[src/rtl/csi2_packet_decoder.sv]
// rtl/csi2_packet_decoder.sv - CSI-2 packet decoder (header ECC, payload packing); CSI2_CRC_CHECK_EN enables payload CRC check
module csi2_packet_decoder #(
   parameter int NUM_LANES = 2
) (
   input  logic                   clock,
   input  logic                   reset,
   input  logic [8*NUM_LANES-1:0] lane_byte,
   input  logic                   lane_byte_valid,
   output logic [1:0]             virtual_channel,
   output logic [5:0]             image_data_type,
   output logic [15:0]            word_count,
   output logic                   header_valid,
   output logic [31:0]            image_data,
   output logic                   image_data_enable,
   output logic [3:0]             image_data_byte_enable,
   output logic                   image_data_last,
   output logic                   packet_error,
   output logic                   crc_error
);

   typedef enum logic [2:0] {IDLE, HEADER, PAYLOAD, FOOTER, DRAIN} state_t;

   state_t      state_q, state_d;
   logic        valid_prev_q, valid_prev_d;
   logic [23:0] hdr_q, hdr_d;
   logic [1:0]  cnt_q, cnt_d;
   logic [15:0] rem_q, rem_d;
   logic [1:0]  widx_q, widx_d;
   logic [31:0] word_q, word_d;
   logic [1:0]  vc_q, vc_d;
   logic [5:0]  dt_q, dt_d;
   logic [15:0] wc_q, wc_d;
   logic        hv_q, hv_d;
   logic [31:0] data_q, data_d;
   logic        den_q, den_d;
   logic [3:0]  dbe_q, dbe_d;
   logic        dlast_q, dlast_d;
   logic        perr_q, perr_d;
`ifdef CSI2_CRC_CHECK_EN
   logic [15:0] crc_q, crc_d;
   logic [7:0]  crc_rx_q, crc_rx_d;
   logic        cerr_q, cerr_d;

   function automatic logic [15:0] crc_byte(input logic [15:0] c, input logic [7:0] d);
      logic [15:0] r;
      r = c;
      for (int i = 0; i < 8; i++) begin
         r = (r[0] ^ d[i]) ? ((r >> 1) ^ 16'h8408) : (r >> 1);
      end
      return r;
   endfunction
`endif

   // Each parity bit is the XOR of the header data bits selected by its mask.
   function automatic logic [5:0] calc_ecc(input logic [23:0] d);
      return {^(d & 24'hEFFC00), ^(d & 24'hDF03F0), ^(d & 24'hB8E38E),
              ^(d & 24'h749A6D), ^(d & 24'hF2555B), ^(d & 24'hF12CB7)};
   endfunction

   always_ff @(posedge clock or negedge reset) begin
      if (!reset) begin
         state_q      <= IDLE;
         valid_prev_q <= 1'b1;
         hdr_q        <= '0;
         cnt_q        <= '0;
         rem_q        <= '0;
         widx_q       <= '0;
         word_q       <= '0;
         vc_q         <= '0;
         dt_q         <= '0;
         wc_q         <= '0;
         hv_q         <= 1'b0;
         data_q       <= '0;
         den_q        <= 1'b0;
         dbe_q        <= '0;
         dlast_q      <= 1'b0;
         perr_q       <= 1'b0;
`ifdef CSI2_CRC_CHECK_EN
         crc_q        <= 16'hFFFF;
         crc_rx_q     <= '0;
         cerr_q       <= 1'b0;
`endif
      end else begin
         state_q      <= state_d;
         valid_prev_q <= valid_prev_d;
         hdr_q        <= hdr_d;
         cnt_q        <= cnt_d;
         rem_q        <= rem_d;
         widx_q       <= widx_d;
         word_q       <= word_d;
         vc_q         <= vc_d;
         dt_q         <= dt_d;
         wc_q         <= wc_d;
         hv_q         <= hv_d;
         data_q       <= data_d;
         den_q        <= den_d;
         dbe_q        <= dbe_d;
         dlast_q      <= dlast_d;
         perr_q       <= perr_d;
`ifdef CSI2_CRC_CHECK_EN
         crc_q        <= crc_d;
         crc_rx_q     <= crc_rx_d;
         cerr_q       <= cerr_d;
`endif
      end
   end

   always_comb begin
      logic [7:0] b;
      b            = '0;
      state_d      = state_q;
      valid_prev_d = lane_byte_valid;
      hdr_d        = hdr_q;
      cnt_d        = cnt_q;
      rem_d        = rem_q;
      widx_d       = widx_q;
      word_d       = word_q;
      vc_d         = vc_q;
      dt_d         = dt_q;
      wc_d         = wc_q;
      hv_d         = 1'b0;
      data_d       = data_q;
      den_d        = 1'b0;
      dbe_d        = '0;
      dlast_d      = 1'b0;
      perr_d       = 1'b0;
`ifdef CSI2_CRC_CHECK_EN
      crc_d        = crc_q;
      crc_rx_d     = crc_rx_q;
      cerr_d       = 1'b0;
`endif
      if (!lane_byte_valid) begin
         if (state_q inside {HEADER, PAYLOAD, FOOTER}) perr_d = 1'b1;
         state_d = IDLE;
         word_d  = '0;
         widx_d  = '0;
      end else begin
         if (state_q == IDLE && !valid_prev_q) begin
            state_d = HEADER;
            cnt_d   = '0;
            word_d  = '0;
            widx_d  = '0;
         end
         // Lanes are walked in packet order so state changes take effect mid-cycle.
         for (int k = 0; k < NUM_LANES; k++) begin
            b = lane_byte[8*k +: 8];
            case (state_d)
               HEADER: begin
                  if (cnt_d == 2'd3) begin
                     cnt_d = '0;
                     if (calc_ecc(hdr_d) == b[5:0]) begin
                        hv_d = 1'b1;
                        vc_d = hdr_d[7:6];
                        dt_d = hdr_d[5:0];
                        wc_d = hdr_d[23:8];
                        rem_d = hdr_d[23:8];
`ifdef CSI2_CRC_CHECK_EN
                        crc_d = 16'hFFFF;
`endif
                        if (hdr_d[5:4] == 2'b00)       state_d = DRAIN;
                        else if (hdr_d[23:8] == 16'd0) state_d = FOOTER;
                        else                           state_d = PAYLOAD;
                     end else begin
                        perr_d  = 1'b1;
                        state_d = DRAIN;
                     end
                  end else begin
                     hdr_d[8*cnt_d +: 8] = b;
                     cnt_d = cnt_d + 2'd1;
                  end
               end
               PAYLOAD: begin
                  word_d[8*widx_d +: 8] = b;
                  rem_d = rem_d - 16'd1;
`ifdef CSI2_CRC_CHECK_EN
                  crc_d = crc_byte(crc_d, b);
`endif
                  if (widx_d == 2'd3 || rem_d == 16'd0) begin
                     data_d  = word_d;
                     den_d   = 1'b1;
                     dbe_d   = {widx_d == 2'd3, widx_d >= 2'd2, widx_d >= 2'd1, 1'b1};
                     dlast_d = (rem_d == 16'd0);
                     word_d  = '0;
                     widx_d  = '0;
                  end else begin
                     widx_d = widx_d + 2'd1;
                  end
                  if (rem_d == 16'd0) state_d = FOOTER;
               end
               FOOTER: begin
                  if (cnt_d == 2'd0) begin
`ifdef CSI2_CRC_CHECK_EN
                     crc_rx_d = b;
`endif
                     cnt_d = 2'd1;
                  end else begin
`ifdef CSI2_CRC_CHECK_EN
                     cerr_d = ({b, crc_rx_d} != crc_d);
`endif
                     state_d = DRAIN;
                  end
               end
               default: ;
            endcase
         end
      end
   end

   always_comb begin
      virtual_channel        = vc_q;
      image_data_type        = dt_q;
      word_count             = wc_q;
      header_valid           = hv_q;
      image_data             = data_q;
      image_data_enable      = den_q;
      image_data_byte_enable = dbe_q;
      image_data_last        = dlast_q;
      packet_error           = perr_q;
`ifdef CSI2_CRC_CHECK_EN
      crc_error              = cerr_q;
`else
      crc_error              = 1'b0;
`endif
   end

endmodule

[config.mk]
export PLATFORM = sky130hd
export DESIGN_NAME = csi2_packet_decoder
export DESIGN_NICKNAME = d
export VERILOG_FILES = /design/src/rtl/csi2_packet_decoder.sv
export SDC_FILE = /design/constraint.sdc
export NUM_CORES = 1
export LEC_CHECK = 0
export CELL_PAD_IN_SITES_DETAIL_PLACEMENT = 2
export CELL_PAD_IN_SITES_GLOBAL_PLACEMENT = 2
export CORE_MARGIN = 2
export CORE_UTILIZATION = 40
export DETAILED_ROUTE_END_ITERATION = 16
export PLACE_DENSITY = 0.95
export SKIP_CTS_REPAIR_TIMING = 1
export SYNTH_ARGS = -nofsm -noshare
export SYNTH_HDL_FRONTEND = slang
export SYNTH_SLANG_ARGS = --single-unit
[constraint.sdc]
create_clock -name clock -period 11.8 [get_ports clock]
set_input_delay 2.95 -clock clock [delete_from_list [all_inputs] [get_ports clock]]
set_output_delay 2.95 -clock clock [all_outputs]
set_load 0.005 [all_outputs]
### Yosys cells after proc, flatten, opt, wreduce, memory -nomap -nowiden

Cells that the tools add are included.

* flip-flop bits (word level): 144
* output and inout bits: 65

* $add $sub $neg: 10
* order comparisons: 4
* equality and inequality tests: 15
* shifts and indexed selects: 8
* multiplexer cells: 111
* reductions and logical operators: 26

Operator list (count)
* two-way mux 32 bit: 12
* parity 24 bit: 12
* two-way mux 16 bit: 11
* negator 5 -> 34 bit: 4
* two-way mux 24 bit: 5
* variable shift 8 x 34 -> 24 bit, first input constant: 2
* variable shift 8 x 34 -> 32 bit, first input constant: 2
* variable part select 8 x 34 -> 24 bit: 2
* variable part select 8 x 34 -> 32 bit: 2
* bitwise mux 32 bit: 2
* logical NOT 16 bit: 4
* one-hot mux 16 bit (2 select lines): 2
* bitwise mux 24 bit: 2
* two-way mux 2 bit: 21
* two-way mux 3 bit: 14
* two-way mux 6 bit: 6
* subtractor 16 x 1 -> 16 bit, second input constant: 2
* two-way mux 1 bit: 27
* two-way mux 4 bit: 5
* == test 3 x 2 -> 1 bit, second input constant: 6
* one-hot mux 3 bit (3 select lines): 2
* == test 6 bit: 2
* == test 3 x 1 -> 1 bit, second input constant: 3
* adder 2 x 1 -> 2 bit, second input constant: 4
* other kinds (10): 20

### Depth between registers and ports, before layout

Gate-level depths: netlist (run 1).

* depth after elaboration: 17
* mapped depth: 25

### Worst setup path before layout (run 1)

OpenSTA, ideal clock, no wires.

* kind: input to register
* start: input lane_byte[2]
* end: register data_q[30], in the netlist image_data[30]
* setup time: 126 ps
* arrival: 7157 ps
* data required time: 11674 ps
* path slack: 4516 ps
* stages: 16
* path buffers: 2
* cell sequence: xnor2_1 -> xnor3_1 -> xnor3_1 -> nand4_1 -> nor2_1 -> buf_2 -> a221oi_1 -> ha_1 -> nand4b_1 -> nor4_2 -> xor2_1 -> nand4_2 -> o41ai_4 -> a21oi_2 -> buf_6 -> a221o_1

* cells in the longest elaborated chain, start to end: 10
* elaborated cells between the ends (all ways): 23
* those cells by class: 1 x add/sub; 2 x eq/ne; 1 x shift; 17 x mux; 2 x reduce/logical

RTL lines
* start: declaration: RTL line 7 `input logic [8*NUM_LANES-1:0] lane_byte,`
* == test 6 bit: RTL line 151 `if (calc_ecc(hdr_d) == b[5:0]) begin`
* two-way mux 16 bit: RTL line 151
* two-way mux 16 bit: RTL line 149 `if (cnt_d == 2'd3) begin`
* one-hot mux 16 bit (2 select lines): RTL line 147 `case (state_d)`
* two-way mux 16 bit: RTL line 132 `if (!lane_byte_valid) begin`
* subtractor 16 x 1 -> 16 bit: RTL line 174 `rem_d = rem_d - 16'd1;`
* logical NOT 16 bit: RTL line 178 `if (widx_d == 2'd3 || rem_d == 16'd0) begin`
* logical OR 1 bit: RTL line 178
* two-way mux 32 bit: RTL line 178
* two-way mux 32 bit (*): RTL line 147
* end signal: assignment: RTL line 95 `data_q <= data_d;`
* end: declaration: RTL line 34 `logic [31:0] data_q, data_d;`

Every way passes the cells marked *; elsewhere a longest branch is shown, timed or not. The select of a mux whose other input is x is not followed.
A chain may end at the register's enable or synchronous reset.

### Final worst setup path (run 1)

* start: input lane_byte[3]
* end: register data_q[20], in the netlist image_data[20]

Same word-level chain as after synthesis.

==> flow_metrics.tcl, run 1 <==
set metrics [dict create \
    synth_edf_count 0 \
    io_buffers 82 \
    worstPathArrival_ps 10680 \
    dpl_worst_slack_ps 1560 \
    path_clk_slew_ps 80 \
    hpwl_um 41300 \
    core.rowCount 62 \
    synth.yosys.warnings 0 \
    clock_sinks 143 \
    die_x_um 174 \
    max_slew_margin 0.0373 \
    cellLeakagePower_nw 5.71 \
    grt_max_degree 74 \
    outcome "finished, final reports clean" \
    powerDensity_nw_per_um2 400 \
    detail-route-antenna-nets 0 \
    startpoint_type "input port" \
    syn_area_um2 11600 \
    dieArea_um2 30300 \
    initial_core_util 0.404 \
    globalplace.congestion 0.965 \
    synth_seq_cells 143 \
    hp-class "reg -> reg" \
    fin_worst_skew_ps 17.1 \
    slowest_delay_ps 1190 \
    max-cap-violations 0 \
    dr.pass1.iters 5 \
    critPathLaunch "lane_byte[3]" \
    max_freq_mhz 96.8 \
    ios 84 \
    wire_per_inst_um 35.7 \
    cp-end-kind "register" \
    hold_violations 0 \
    maxSlewViolCount 0 \
    synth_cells 1395 \
    cts_made_buffers 17 \
    worstHoldStart "image_data[25]" \
    async_reset_ff_frac 1.00 \
    drc 0 \
    peakVddDrop_mv 0.259 \
    setup_viol 0 \
    fin_ws_ps 1470 \
    htree_levels 4 \
    grt_pass1_wl_um 95600 \
    setup_tns_ps 0 \
    synth_nets 1458 \
    crit_chain "clkdlybuf4s50_1 > xnor2_1 > xnor3_1 > xnor2_1 > and4_1 > a21oi_1 > a221oi_1 > ha_1 > nand4b_1 > nor4_2 > xor2_1 > nand4_2 > o41ai_4 > a21oi_1 > buf_4 > a221oi_1" \
    globalRouteOverflowTotal 0 \
    rsz0062_at_grt "no" \
    cp_max_fo 18 \
    worst_pin_slew_ps 1430 \
    layout-drive-gt1-share 0.0567 \
    synthToLayoutAreaGrowth_pct 13.7 \
    synth-seq-area-share 0.309 \
    required_ps 12150 \
    chipHeight_um 174 \
    ys.flop_type "dfrtp_1" \
    rr_startpoint "state_q[1]" \
    nets 1462 \
    holdWs_ps 505 \
    finalCritPeriodShare 0.876 \
    fill_cells 3061 \
    layout.cells.non_filler 1796 \
    synth_cell_types 83 \
    antenna_found_initial 1 \
    track_usage 0.423 \
    cts_max_path_buffers 2 \
    crit_slowest_cell "o41ai_4" \
    core-area_um2 28600 \
    mostFrequentLayoutCells "nor2_1 (188), dfrtp_1 (142), a21oi_1 (114)" \
    wl_um 64100 \
    clock-root-buffer "clkbuf_16" \
    critPathKind "in -> reg" \
    synth_area_per_cell_um2 8.29 \
    clk_latency_ps 480 \
    cts_tree "built" \
    min_period_ps 10330 \
    layout_commonest_cell "nor2_1" \
    grt_pass1_vias 14200 \
    place_inst 1764 \
    drtIter0Drc 1580 \
    num_vias 13000 \
    viasPerCell 7.25 \
]
==> through the flow <==
stage	cell area [um^2]	utilization	power, mW
2_1_floorplan	11600	-	3.22
3_3_place_gp	12600	0.439	4.03
3_5_place_dp	12600	0.439	4.34
4_1_cts	13100	0.459	5.12
5_1_grt	13100	0.459	5.43
6_report	13100	0.459	5.26
==> area by class of cell <==
class                   count  area, um^2  share of cell area
inverters                  66         248              0.0188
multi-input cells        1070        7290               0.555
clock inverters            14         156              0.0119
repair buffers            101         962              0.0732
diodes                      1        2.50            0.000190
clock buffers              17         425              0.0324
well taps                 384         480              0.0365
flip-flops and latches    143        3580               0.272
==> critical path, delay by kind of cell <==
| kind | cells | cell delay [ps] |
|---|---|---|
| and+or+nand+nor | 4 | 1400 |
| buffers and inverters | 2 | 1340 |
| xor gates and xnor gates | 4 | 1490 |
| AOI/OAI and AO/OA | 5 | 3080 |
| adders and majority gates | 1 | 370 |
==> sequential cells by signal, indices dropped and copies added (netlist names) <==
name / count
image_data: 32
word_q: 32
hdr_q: 24
rem_q: 16
word_count: 16
image_data_type: 6
image_data_byte_enable: 3
state_q: 3
cnt_q: 2
virtual_channel: 2
widx_q: 2
header_valid: 1
image_data_enable: 1
image_data_last: 1
packet_error: 1
valid_prev_q: 1
==> Yosys cell counts (4+ instances only) <==
cell type	instances	area, um^2
nor3_1	57	285
a221o_1	24	240
a21o_1	16	120
xnor2_1	62	543
and3_1	15	93.8
a2bb2oi_1	7	61.3
and2_1	10	62.6
a221oi_1	9	78.8
clkbuf_1	90	338
mux2i_1	14	140
mux2_2	4	45.0
xor2_1	18	158
nor2b_1	5	31.3
nand3_1	22	110
nand2_1	80	300
or4_1	5	37.5
a22o_1	32	280
a41oi_1	14	123
nand4_1	18	113
o21ai_0	33	165
nor4_1	6	37.5
nor2_1	188	706
nor4b_1	5	43.8
a31oi_1	22	138
buf_2	9	45.0
xnor3_1	18	405
o41ai_1	5	43.8
o21a_1	22	165
inv_1	66	248
a22oi_1	70	526
a211o_1	6	52.6
buf_1	12	45.0
o211ai_1	10	75.1
o22ai_1	36	225
or2_2	4	25.0
o31ai_1	4	30.0
a211oi_1	13	97.6
dfrtp_1	142	3550
and4_1	9	78.8
a21oi_1	114	571
ha_1	44	551
==> where the power goes <==
group          internal, mW  switching (mW)
registers             0.620           0.254
logic                  1.43            2.37
clock network         0.314           0.268
==> layer usage <==
layer  global-route usage  up-vias  routed length [um]
met5                    0        -                   0
met4                0.296        0                5050
met3                0.119      378                6360
met2                0.671      947               29200
met1                0.494     6538               23500
li1                     -     5154                   -
==> cells by family (layout without fill, tap and decap cells) <==
logic type	Yosys count	count (layout)	share of synthesized area
AOI/OAI and AO/OA	467	467	0.287
xor gates and xnor gates	99	99	0.0977
adders and majority gates	44	44	0.0476
buffers and inverters	182	198	0.0626
DFF	143	143	0.309
muxes	18	18	0.0160
other	1	2	0.000324
and+or+nand+nor	441	441	0.179
==> final timing paths <==
kind | to | slack (ps) | cells after the start
min reg2reg | image_data[25] | 510 | 1
min in group asynchronous | hdr_q[16] | 2480 | 1
max reg2reg | word_count[15] | 3070 | 21
max | image_data[20] | 1470 | 16
min | image_data[25] | 510 | 1
max in group asynchronous | hdr_q[14] | 7690 | 2
(Power assumes the default switching activity.)
==> run 2, diff against run 1 <==
Settings changed: CORE_ASPECT_RATIO set to 1.4.
==> run 2 against run 1 <==
  * Final cell count hardly changed
  * Non-clock buffer count is 8 higher
  * Flip-flop and latch count stayed put
  * Clock power is 6.5% lower
  * Maximum frequency is 8.9% higher
  * Largest cell class unchanged
  * Largest power group unchanged
==> flow_metrics.tcl, run 2 (synthesized netlist as in run 1, its figures left out) <==
set metrics [dict create \
    holdWs_ps 497 \
    rsz0062_at_grt "no" \
    die_x_um 148 \
    finalCritPeriodShare 0.804 \
    core-area_um2 28400 \
    startpoint_type "input port" \
    worst_pin_slew_ps 1450 \
    mostFrequentLayoutCells "nor2_1 (188), dfrtp_1 (142), a21oi_1 (113)" \
    rrSetupSlack_ps 3460 \
    total_power_mw 5.11 \
    globalplace.congestion 0.988 \
    cp_max_fo 14 \
    max-cap-violations 0 \
    grt_max_degree 79 \
    max_freq_mhz 105 \
    worstPathArrival_ps 9770 \
    htree_levels 4 \
    dr.pass1.iters 5 \
    cts_tree "built" \
    outcome "finished, final reports clean" \
    cts_made_buffers 17 \
    drc 0 \
    powerDensity_nw_per_um2 389 \
    wl_um 61700 \
    nets 1470 \
    min_period_ps 9490 \
    utilization 0.463 \
    wire_per_inst_um 34.3 \
    hpwl_um 41100 \
    cellLeakagePower_nw 5.74 \
    grt_pass1_wl_um 91000 \
    diodes 0 \
    cp-end-kind "register" \
    max_slew_margin 0.0239 \
    chipHeight_um 205 \
    hp-class "reg -> reg" \
    layout_commonest_cell "nor2_1" \
    synthToLayoutAreaGrowth_pct 13.7 \
    antenna_found_initial 0 \
    fill_cells 3039 \
    cts_max_path_buffers 2 \
    dieArea_um2 30300 \
    critPathLaunch "lane_byte[2]" \
    path_clk_slew_ps 70 \
    grt_pass1_vias 14000 \
    clk_latency_ps 480 \
    critPathKind "in -> reg" \
    detail-route-antenna-nets 0 \
    rr_startpoint "state_q[0]" \
    globalRouteOverflowTotal 0 \
    clock-root-buffer "clkbuf_16" \
    placed_cell_area_um2 12600 \
    fin_worst_skew_ps 16.0 \
    design_area_um2 13100 \
    reg2reg_depth 22 \
    maxSlewViolCount 0 \
    io_buffers 82 \
    hold_violations 0 \
    viasPerCell 7.18 \
    r2r-end "word_count[3]" \
    setup_tns_ps 0 \
    num_vias 12900 \
    ios 84 \
    clock_sinks 143 \
    setup_viol 0 \
    track_usage 0.405 \
    core.rowCount 73 \
    peakVddDrop_mv 0.220 \
    drtIter0Drc 1107 \
    setup.worst_path.end "image_data[20]" \
    initial_core_util 0.407 \
    layout-drive-gt1-share 0.0613 \
    required_ps 12080 \
]
==> run 2: changes by cell type in the layout (fill, tap and decap cells not counted), sizes merged <==
| cell | delta |
|---|---|
| bufinv | -2 |
| clkbuf | +2 |
| inv | +1 |
| diode | -1 |
| clkinvlp | -2 |
| buf | +8 |
| clkinv | +2 |
==> run 2: how the worst min path moves through the flow <==
stage                   start             end  depth (start not counted)
2_1_floorplan  image_data[25]  image_data[25]                          1
3_3_place_gp   image_data[26]  image_data[26]                          1
3_5_place_dp   image_data[26]  image_data[26]                          1
4_1_cts        image_data[27]  image_data[27]                          1
5_1_grt        image_data[27]  image_data[27]                          1
6_report       image_data[27]  image_data[27]                          1
==> run 2: cell type report <==
cell class	count	area, um^2	share of cell area
Clock buffer	19	443	0.0337
Timing Repair Buffer	109	1020	0.0777
Tap cell	375	469	0.0357
Clock inverter	13	104	0.00790
Multi-Input combinational cell	1070	7280	0.554
Inverter	66	248	0.0188
Sequential cell	143	3580	0.272
==> run 2: metal layers <==
metal | vias up | global-route usage | wire length (um)
met1 | 6427 | 0.435 | 21000
met5 | - | 0 | 0
met3 | 408 | 0.0911 | 5000
met4 | 0 | 0.352 | 6360
met2 | 889 | 0.672 | 29300
li1 | 5158 | - | -
==> run 2: report_power, final <==
part	switching [mW]	leakage, nW	total [mW]	internal, mW
sequential	0.278	1.86	0.898	0.620
clock	0.264	0.271	0.543	0.278
combinational	2.24	3.61	3.67	1.43
total	2.78	5.74	5.11	2.33
==> run 2: metrics by stage <==
stage          setup slack (ps)  std cells
2_1_floorplan              4520       1395
3_3_place_gp               2640       1763
6_report                   2310       1795
5_1_grt                    2140       1795
4_1_cts                    2510       1795
3_5_place_dp               2150       1763
==> run 2: critical path: stages <==
cell	delay [ps]
clkdlybuf4s50_1	920
xnor2_1	470
xnor3_1	410
xnor3_1	450
and4_1	440
a21oi_1	260
a221oi_1	570
ha_1	370
nand4b_1	230
nor4_2	340
xor2_1	330
nand4_2	230
o41a_1	760
buf_4	330
nor2_1	450
a221oi_1	210
